<file path="src/rtl/sevenseg_pkg.sv">
// Shared constants for the seven-segment scan driver.
//   SEG_OFF : unlit segment pattern (before output polarity is applied)
//   GLYPH   : hex glyph table, bits {a,b,c,d,e,f,g}, 1 = lit, a = bit 6
//   clog2   : register width for a counter holding 0..n-1 (minimum 1)
package sevenseg_pkg;

    localparam logic [6:0] SEG_OFF = 7'b000_0000;

    localparam logic [6:0] GLYPH [16] = '{
        7'b111_1110, 7'b011_0000, 7'b110_1101, 7'b111_1001,
        7'b011_0011, 7'b101_1011, 7'b101_1111, 7'b111_0000,
        7'b111_1111, 7'b111_1011, 7'b111_0111, 7'b001_1111,
        7'b100_1110, 7'b011_1101, 7'b100_1111, 7'b100_0111
    };

    function automatic int unsigned clog2(input int unsigned n);
        int unsigned r;
        r = 1;
        for (int unsigned i = 1; i < 32; i++) begin
            if ((32'd1 << i) < n) r = i + 1;
        end
        return r;
    endfunction

endpackage

</file>
<file path="src/rtl/seg_hex_decode.sv">
// Combinational hex nibble to seven-segment glyph decoder.
//   i_nib   : hex digit 0..F
//   o_glyph : {a,b,c,d,e,f,g}, 1 = lit (active-high, polarity applied by caller)
module seg_hex_decode
    import sevenseg_pkg::*;
(
    input  logic [3:0] i_nib,
    output logic [6:0] o_glyph
);

    always_comb begin
        o_glyph = GLYPH[i_nib];
    end

endmodule

</file>
<file path="src/rtl/sevenseg_scan.sv">
// Time-multiplexed driver for NUM_DIGITS seven-segment digits on one bus.
//   clk, rst_n  : clock, asynchronous active-low reset
//   enable      : scan enable; low blanks the display and freezes scanning
//   value       : packed hex nibbles, digit 0 in value[3:0]
//   dp_in       : per-digit decimal point request
//   blank_in    : per-digit forced blank
//   seg, dp     : registered segment bus {a..g} and decimal point
//   digit_sel   : registered one-hot digit enable
//   frame_done  : one-cycle pulse when the last digit's dwell ends
// Outputs are computed from the current prescaler/index and appear one
// cycle later; the prescaler = 0 cycle therefore loads the new digit's
// segments with all selects off, giving the dead cycle ahead of the select.
module sevenseg_scan
    import sevenseg_pkg::*;
#(
    parameter int unsigned NUM_DIGITS     = 4,
    parameter int unsigned SCAN_DIV       = 50000,
    parameter bit          SEG_ACTIVE_LOW = 1'b1,
    parameter bit          DIG_ACTIVE_LOW = 1'b1,
    parameter bit          LZ_BLANK       = 1'b1
) (
    input  logic                    clk,
    input  logic                    rst_n,
    input  logic                    enable,
    input  logic [4*NUM_DIGITS-1:0] value,
    input  logic [NUM_DIGITS-1:0]   dp_in,
    input  logic [NUM_DIGITS-1:0]   blank_in,
    output logic [6:0]              seg,
    output logic                    dp,
    output logic [NUM_DIGITS-1:0]   digit_sel,
    output logic                    frame_done
);

    localparam int unsigned   IW       = clog2(NUM_DIGITS);
    localparam int unsigned   PW       = clog2(SCAN_DIV);
    localparam logic [IW-1:0] IDX_LAST = IW'(NUM_DIGITS - 1);
    localparam logic [PW-1:0] PRE_LAST = PW'(SCAN_DIV - 1);

    logic [PW-1:0]             r_presc;
    logic [IW-1:0]             r_idx;
    logic [4*NUM_DIGITS-1:0]   r_val;
    logic [NUM_DIGITS-1:0]     r_dpm;
    logic [NUM_DIGITS-1:0]     r_blk;
    logic [6:0]                r_seg;
    logic                      r_dp;
    logic [NUM_DIGITS-1:0]     r_sel;
    logic                      r_fd;

    logic                      w_snap;
    logic [4*NUM_DIGITS-1:0]   w_val;
    logic [NUM_DIGITS-1:0]     w_dpm;
    logic [NUM_DIGITS-1:0]     w_blk;
    logic [NUM_DIGITS-1:0]     w_lz;
    logic [NUM_DIGITS-1:0]     w_onehot;
    logic [3:0]                w_nib;
    logic                      w_sel_dp;
    logic                      w_sel_blank;
    logic                      w_sel_lz;
    logic [6:0]                w_glyph;
    logic [6:0]                w_seg_lit;
    logic                      w_dp_lit;
    logic [NUM_DIGITS-1:0]     w_sel_lit;

    // Frame-start snapshot; the digit-0 segments loaded on this same edge
    // must already see the freshly captured inputs, so bypass the shadow.
    assign w_snap = enable && (r_idx == '0) && (r_presc == '0);
    assign w_val  = w_snap ? value    : r_val;
    assign w_dpm  = w_snap ? dp_in    : r_dpm;
    assign w_blk  = w_snap ? blank_in : r_blk;

    always_comb begin
        w_nib       = '0;
        w_sel_dp    = 1'b0;
        w_sel_blank = 1'b0;
        w_sel_lz    = 1'b0;
        w_onehot    = '0;
        for (int unsigned i = 0; i < NUM_DIGITS; i++) begin
            if (r_idx == IW'(i)) begin
                w_nib       = w_val[4*i +: 4];
                w_sel_dp    = w_dpm[i];
                w_sel_blank = w_blk[i];
                w_sel_lz    = w_lz[i];
                w_onehot[i] = 1'b1;
            end
        end
    end

    // Digit i is a leading zero when it and every digit above it are zero.
    // Digit 0 is never suppressed.
    always_comb begin
        logic above;
        above = 1'b1;
        w_lz  = '0;
        for (int unsigned k = 0; k < NUM_DIGITS - 1; k++) begin
            if (w_val[4*(NUM_DIGITS-1-k) +: 4] != 4'h0) above = 1'b0;
            w_lz[NUM_DIGITS-1-k] = above;
        end
    end

    seg_hex_decode u_dec (
        .i_nib   (w_nib),
        .o_glyph (w_glyph)
    );

    assign w_seg_lit = (w_sel_blank || (LZ_BLANK && w_sel_lz)) ? SEG_OFF : w_glyph;
    assign w_dp_lit  = !w_sel_blank && w_sel_dp;
    assign w_sel_lit = (r_presc == '0) ? '0 : w_onehot;

    always_ff @(posedge clk or negedge rst_n) begin
        if (!rst_n) begin
            r_presc <= '0;
            r_idx   <= '0;
            r_val   <= '0;
            r_dpm   <= '0;
            r_blk   <= '0;
            r_seg   <= {7{SEG_ACTIVE_LOW}};
            r_dp    <= SEG_ACTIVE_LOW;
            r_sel   <= {NUM_DIGITS{DIG_ACTIVE_LOW}};
            r_fd    <= 1'b0;
        end else if (!enable) begin
            r_seg   <= {7{SEG_ACTIVE_LOW}};
            r_dp    <= SEG_ACTIVE_LOW;
            r_sel   <= {NUM_DIGITS{DIG_ACTIVE_LOW}};
            r_fd    <= 1'b0;
        end else begin
            if (w_snap) begin
                r_val <= value;
                r_dpm <= dp_in;
                r_blk <= blank_in;
            end
            r_seg <= w_seg_lit ^ {7{SEG_ACTIVE_LOW}};
            r_dp  <= w_dp_lit ^ SEG_ACTIVE_LOW;
            r_sel <= w_sel_lit ^ {NUM_DIGITS{DIG_ACTIVE_LOW}};
            r_fd  <= (r_presc == PRE_LAST) && (r_idx == IDX_LAST);
            if (r_presc == PRE_LAST) begin
                r_presc <= '0;
                r_idx   <= (r_idx == IDX_LAST) ? '0 : r_idx + IW'(1);
            end else begin
                r_presc <= r_presc + PW'(1);
            end
        end
    end

    assign seg        = r_seg;
    assign dp         = r_dp;
    assign digit_sel  = r_sel;
    assign frame_done = r_fd;

endmodule

</file>
<file path="config.mk">
export PLATFORM = sky130hd
export DESIGN_NAME = sevenseg_scan
export DESIGN_NICKNAME = d
export VERILOG_FILES = /design/src/rtl/sevenseg_pkg.sv /design/src/rtl/seg_hex_decode.sv /design/src/rtl/sevenseg_scan.sv
export SDC_FILE = /design/constraint.sdc
export NUM_CORES = 1
export LEC_CHECK = 0
export ABC_CLOCK_PERIOD_IN_PS = 6600
export BUFFER_PORTS_ARGS = -buffer_cell sky130_fd_sc_hd__buf_2
export CAP_MARGIN = 20
export CORE_ASPECT_RATIO = 1.1
export CORE_MARGIN = 2
export CORE_UTILIZATION = 35
export CTS_BUF_LIST = sky130_fd_sc_hd__clkbuf_8 sky130_fd_sc_hd__clkbuf_16
export DETAILED_ROUTE_END_ITERATION = 6
export PLACE_DENSITY = 0.64
export REMOVE_ABC_BUFFERS = 1
export SKIP_LAST_GASP = 1
export SLEW_MARGIN = 20
export SYNTH_ARGS = -nofsm -noshare
export SYNTH_HDL_FRONTEND = slang
export SYNTH_HIERARCHICAL = 1
export SYNTH_SLANG_ARGS = --single-unit
</file>
<file path="constraint.sdc">
create_clock -name clk -period 6.6 [get_ports clk]
set_input_delay 0.33 -clock clk [delete_from_list [all_inputs] [get_ports clk]]
set_output_delay 0.33 -clock clk [all_outputs]
set_load 0.02 [all_outputs]
</file>
# After elaboration in Yosys (flattened, before gate mapping)

Memories as Yosys holds them, arrays and structs flattened.
Cells that the tools add are included.
W data, S select, Z words.

Reduce and logical (&&, ||, !) cells: 12
Magnitude comparators: 1
Bitwise operators: 4
Add/subtract/negate cells: 2
Muxes and demuxes: 35
Equal/unequal tests: 4

Operators with widths:

| cell                    | count |
|---|---|
| $mux W16                | 2 |
| $mux W4                 | 8 |
| $mux W7                 | 4 |
| $mux W1                 | 20 |
| $add A16 B1 Y16 const B | 1 |
| $eq A16 B16 Y1 const B  | 1 |
| $logic_not A16 Y1       | 1 |
| $reduce_bool A4 Y1      | 3 |
| $not A7 Y7              | 1 |
| $ge A5 B5 Y1 const B    | 1 |
| $not A4 Y5              | 1 |
| $eq A2 B2 Y1 const B    | 2 |
| $logic_and A1 B1 Y1     | 4 |
| $not A4 Y4              | 1 |
| $add A2 B1 Y2 const B   | 1 |
| $eq A2 B1 Y1 const B    | 1 |
| $logic_not A2 Y1        | 1 |
| $mux W2                 | 1 |
| $reduce_and A2 Y1       | 1 |
| $logic_not A1 Y1        | 1 |
| $logic_or A1 B1 Y1      | 1 |
| $not A1 Y1              | 1 |

Output and inout bits: 13
Register bits: 55
Word-level logic and storage cells: 68
ROM bits: 112
Memories kept: 1

Memories:

| memory          | words | bits a word | rd ports | clocked after Yosys merged registers in | write ports | RTL line             | text |
|---|---|---|---|---|---|---|---|
| (no name shown) | 16    | 7           | 1        | 0                                       | 0           | seg_hex_decode.sv:12 | `o_glyph = GLYPH[i_nib];` |

# Logic depth before layout (Yosys ltp)

Depth in word-level cells: 15
Gate-level depth with buffers: 15
Depth with buffers taken out: 13

# Hierarchy

The synthesis kept the hierarchy.

Modules (own cells, without submodules):

| module         | area each (sq um) | times used | cells an instance |
|---|---|---|---|
| sevenseg_scan  | 2692.6            | 1          | 264 |
| seg_hex_decode | 287.8             | 1          | 33 |

# Least setup slack after synthesis

OpenSTA, ideal clock, no wires.

Path kind: flip-flop to flip-flop
From: reg r_presc[0]
To: reg r_seg[3] (netlist: seg[3])
Path slack: 3606 ps
Required time: 6537 ps
Library setup time: 63 ps
Arrival: 2931 ps
Period minus slack after synthesis: 2994 ps
Buffers on the path: 1
Stages on the path, launching flop included: 15
Path through: dfrtp_1 > inv_1 > ha_1 > nor4b_2 > nand4_2 > or2_4 > buf_6 > mux2_4 > o22a_1 > o31a_1 > inv_1 > ha_1 > inv_1 > mux4_1 > nand2_1

Longest elaborated chain between the ends: 14
Elaborated cells between the ends (all ways): 29
Those cells by class: mux: 20; bitwise: 2; reduce/logical: 6; memory: 1

Ends and longest elaborated chain:

| element                                      | RTL line             | text |
|---|---|---|
| start: declaration                           | sevenseg_scan.sv:39  | `logic [PW-1:0] r_presc;` |
| start signal: assignment                     | sevenseg_scan.sv:139 | `r_presc <= r_presc + PW'(1);` |
| $logic_not A16 Y1 *                          | sevenseg_scan.sv:66  | `assign w_snap = enable && (r_idx == '0) && (r_presc == '0);` |
| $logic_and A1 B1 Y1 *                        | sevenseg_scan.sv:66  |  |
| $mux W16 *                                   | n/a                  |  |
| $mux W4 (3 in a row)                         | sevenseg_scan.sv:78  | `if (r_idx == IW'(i)) begin` |
| $mux W4 *                                    | sevenseg_scan.sv:78  |  |
| via w_nib[1]                                 | sevenseg_scan.sv:55  | `logic [3:0] w_nib;` |
| $not A4 Y5 (not written as such) *           | seg_hex_decode.sv:12 |  |
| $mem_v2 Z16 W7 *                             | n/a                  |  |
| $mux W7 (not written as such) * (2 in a row) | seg_hex_decode.sv:12 |  |
| via w_glyph[3]                               | sevenseg_scan.sv:59  | `logic [6:0] w_glyph;` |
| $mux W7 *                                    | sevenseg_scan.sv:105 | `assign w_seg_lit = (w_sel_blank \|\| (LZ_BLANK && w_sel_lz)) ? SEG_OFF : w_glyph;` |
| $not A7 Y7 (no source line) *                | n/a                  |  |
| $mux W7 *                                    | sevenseg_scan.sv:120 | `end else if (!enable) begin` |
| end signal: assignment                       | sevenseg_scan.sv:116 | `r_seg <= {7{SEG_ACTIVE_LOW}};` |
| end signal: assignment                       | sevenseg_scan.sv:121 | `r_seg <= {7{SEG_ACTIVE_LOW}};` |
| end signal: assignment                       | sevenseg_scan.sv:131 | `r_seg <= w_seg_lit ^ {7{SEG_ACTIVE_LOW}};` |
| end: declaration                             | sevenseg_scan.sv:44  | `logic [6:0] r_seg;` |

The timed path passes the listed nets; every way through them passes the cells marked *. The select of a mux whose other input is x is not followed.
A chain may end at the register's enable or synchronous reset.

# Final worst setup path

Ends and elaborated chain as after synthesis.

==> impl_results.md <==
* Status: finished clean
* IR drop worst, VDD at 0.0921 mV
* Initial Utilization at 35.8%
* Syn_area_per_cell at 10.0 um2
* Input/output buffers at 39
* Initial antenna violation count at 0
* H-tree levels at 2
* CTS root buffer: clkbuf_8
* Fin cells at 444
* Area Overhead vs Synth at 13.0%
* RSZ-0062 raised after global routing: no
* CP Class: reg2reg
* Drt first pass iters at 4
* Largest fanout on the critical path at 17
* Synth Area in Simple Gates at 21.1%
* Endpoint class of the critical path: flip-flop
* Dpl cells at 436
* Post-synthesis register bit count at 55
* Synth top area cells: dfrtp_1 (36%), dfstp_2 (11%), nand2_1 (8.1%)
* Final period utilization at 51.1%
* Row count at 35
* Final hold vios at 0
* Die H at 101 um
* GPL Wtd Cong at 0.817
* Routed wire per std cell at 14.4 um
* # clock sinks at 55
* Leak at 1.55 nW
* Cells after synthesis at 297
* Post-Synth Adder-Cell Area at 5.46%
* Crit path arrival time at 3.64 ns
* Placed Area at 0.00325 mm2
* Fin worst setup slack at 3.23 ns
* CTS buffer count at 5
* PwrDens at 203 mW/mm2
* Max_slew headroom at 50.8%
* ANT cells at 0
* Setup Skew at 0.0156 ns
* Dpl ws at 3.22 ns
* Achievable clock frequency at 296 MHz
* Cell variety after synth at 50
* Largest family of logic cells by synthesized area: simple AND/OR/NAND/NOR gates
* ANT nets after route at 0
* Post-synth ARST share at 100%
* Io pins at 40
* TritonCTS clock tree: done
* Fin crit period at 3.37 ns
* Hold WC Path Type: in2async
* Top cell type's share of synthesized area at 36.1%
* Fin nets at 372
* GRT overflow at 0
* Fin Hold WS at 0.123 ns
* Number of global-route vias before repair at 2227
* Post-CTS Resized at 0
* Post-Synthesis Cell Area at 0.00298 mm2
* Worst-margin pin slew at 0.737 ns
* Vias at 2210
* Layout cells sized above 1 at 24.3%
* Synthesis warning total at 6
* # hold bufs at CTS at 0
* Max Cap Viol at 0
* Buffers from clock root to sink, at most at 2
* Seq/Total Area, Yosys at 46.7%
* Post-route cell area at 0.00337 mm2
* Max-slew violation count at 0
* Vias/cell at 4.98
* EDFF count, synth at 0
* Mux cell area share after synthesis at 6.93%
* Worst setup SP type: flip-flop
* Yosys top cell by area: dfrtp_1
* Synth Area in Compound Gates at 11.4%
* Predominant post-synthesis flop cell: dfrtp_1
* Worst skew pair latency at 0.32 ns
* Finish-stage setup viols at 0
* Hpwl dp at 4.56 mm
* 1st-iter DRT viols at 78
* Core area at 0.00832 mm2
* Post-CTS Setup Bufs at 0
* Die X at 92.0 um
* Clock-pin slew on the worst setup and hold paths at 0.10 ns
* Die area at 0.00927 mm2
* Largest net degree at the start of global routing at 56
* Post-Synth XOR/XNOR Area at 4.11%
* First-pass GRT wire length at 10.8 mm
* WL final at 6.40 mm
* Drt drc at 0
* Setup TNS at 0 ns
* Gr usage total at 14.7%
* CP required at 6.87 ns
## per-stage QoR
stage	total power, mW	util, %
final	0.685	40.5
after global routing	0.716	40.5
after CTS	0.694	40.5
after detailed placement	0.454	39.1
after global placement	0.452	39.1
after floorplan	0.422	-
## synth_stat cells (7+ instances only)
library cell / instances
a21oi_1: 10
dfrtp_1: 43
dfstp_2: 12
ha_1: 13
inv_1: 14
mux2_4: 7
nand2_1: 64
nand3_1: 14
nor2_1: 12
o21ai_0: 9
xor2_1: 8
## metal layers
metal	wire length (um)	global-route usage (%)	vias up	part of all wire, %
met5	0	0	-	0
li1	-	-	1086	-
met3	254	3.22	8	4.0
met2	2940	23.8	40	46
met1	3110	19.6	1076	49
met4	95	4.82	0	1.5
## layout make-up
| type | count | area (um2) |
|---|---|---|
| repair buffers | 40 | 203 |
| multi-input cells | 215 | 1460 |
| well taps | 111 | 139 |
| inverters | 15 | 56.3 |
| clock buffers | 6 | 82.6 |
| clock inverters | 2 | 35.0 |
| flip-flops and latches | 55 | 1390 |
| fillers | 826 | 4950 |
## registers in the layout (all words and copies together), names as in the netlist
name        count
digit_sel       4
dp              1
frame_done      1
r_blk           4
r_dpm           4
r_idx           2
r_presc        16
r_val          16
seg             7
## worst max-delay path, cell delays in order (launching register included)
cell and delay (ns):
dfrtp_1 0.43, inv_1 0.09, ha_1 0.13, nor4b_2 0.20, nand4_2 0.23, nor2_2 0.63
nand2_1 0.16, a21oi_1 0.24, o31a_1 0.51, mux4_1 0.62, nand2_1 0.07
## cell usage in the layout (no fill, tap or decap), drive strengths merged, types with 5 or more instances in the layout
cell    count
o21ai       9
xnor2       6
mux2       11
nand2      64
dfrtp      43
xor2        8
a21oi      10
o31a        5
buf        40
nand3      14
dfstp      12
inv        14
nor3        5
nor2       13
clkbuf      6
ha         13
## power breakdown
group | switching, mW | total, mW | internal (mW) | leakage (nW)
registers | 0.0244 | 0.379 | 0.354 | 0.707
clock network | 0.113 | 0.236 | 0.123 | 0.0612
logic | 0.0390 | 0.0699 | 0.0309 | 0.781
total | 0.177 | 0.685 | 0.508 | 1.55
## cell families after synthesis
kind of cell             Yosys count
multiplexers                      15
flip-flops                        55
AND/OR/NAND/NOR                  127
adder cells (fa/ha/maj)           13
AO/OA/AOI/OAI                     46
XOR/XNOR                          14
buffers and inverters             27
## worst paths after layout
| path | from | cells after the start | endpoint | slack (ns) |
|---|---|---|---|---|
| worst max-delay path | r_presc[0] | 10 | seg[3] | 3.23 |
| worst min-delay path | rst_n | 2 | r_presc[10] | 0.12 |
| worst max register to register | r_presc[0] | 10 | seg[3] | 3.23 |
| worst min register to register | r_val[1] | 2 | r_val[1] | 0.48 |
| max in group asynchronous | rst_n | 2 | frame_done | 6.02 |
| min in group clk | dp_in[1] | 3 | r_dpm[1] | 0.22 |
Note: power is estimated with default switching activity, not from simulation.
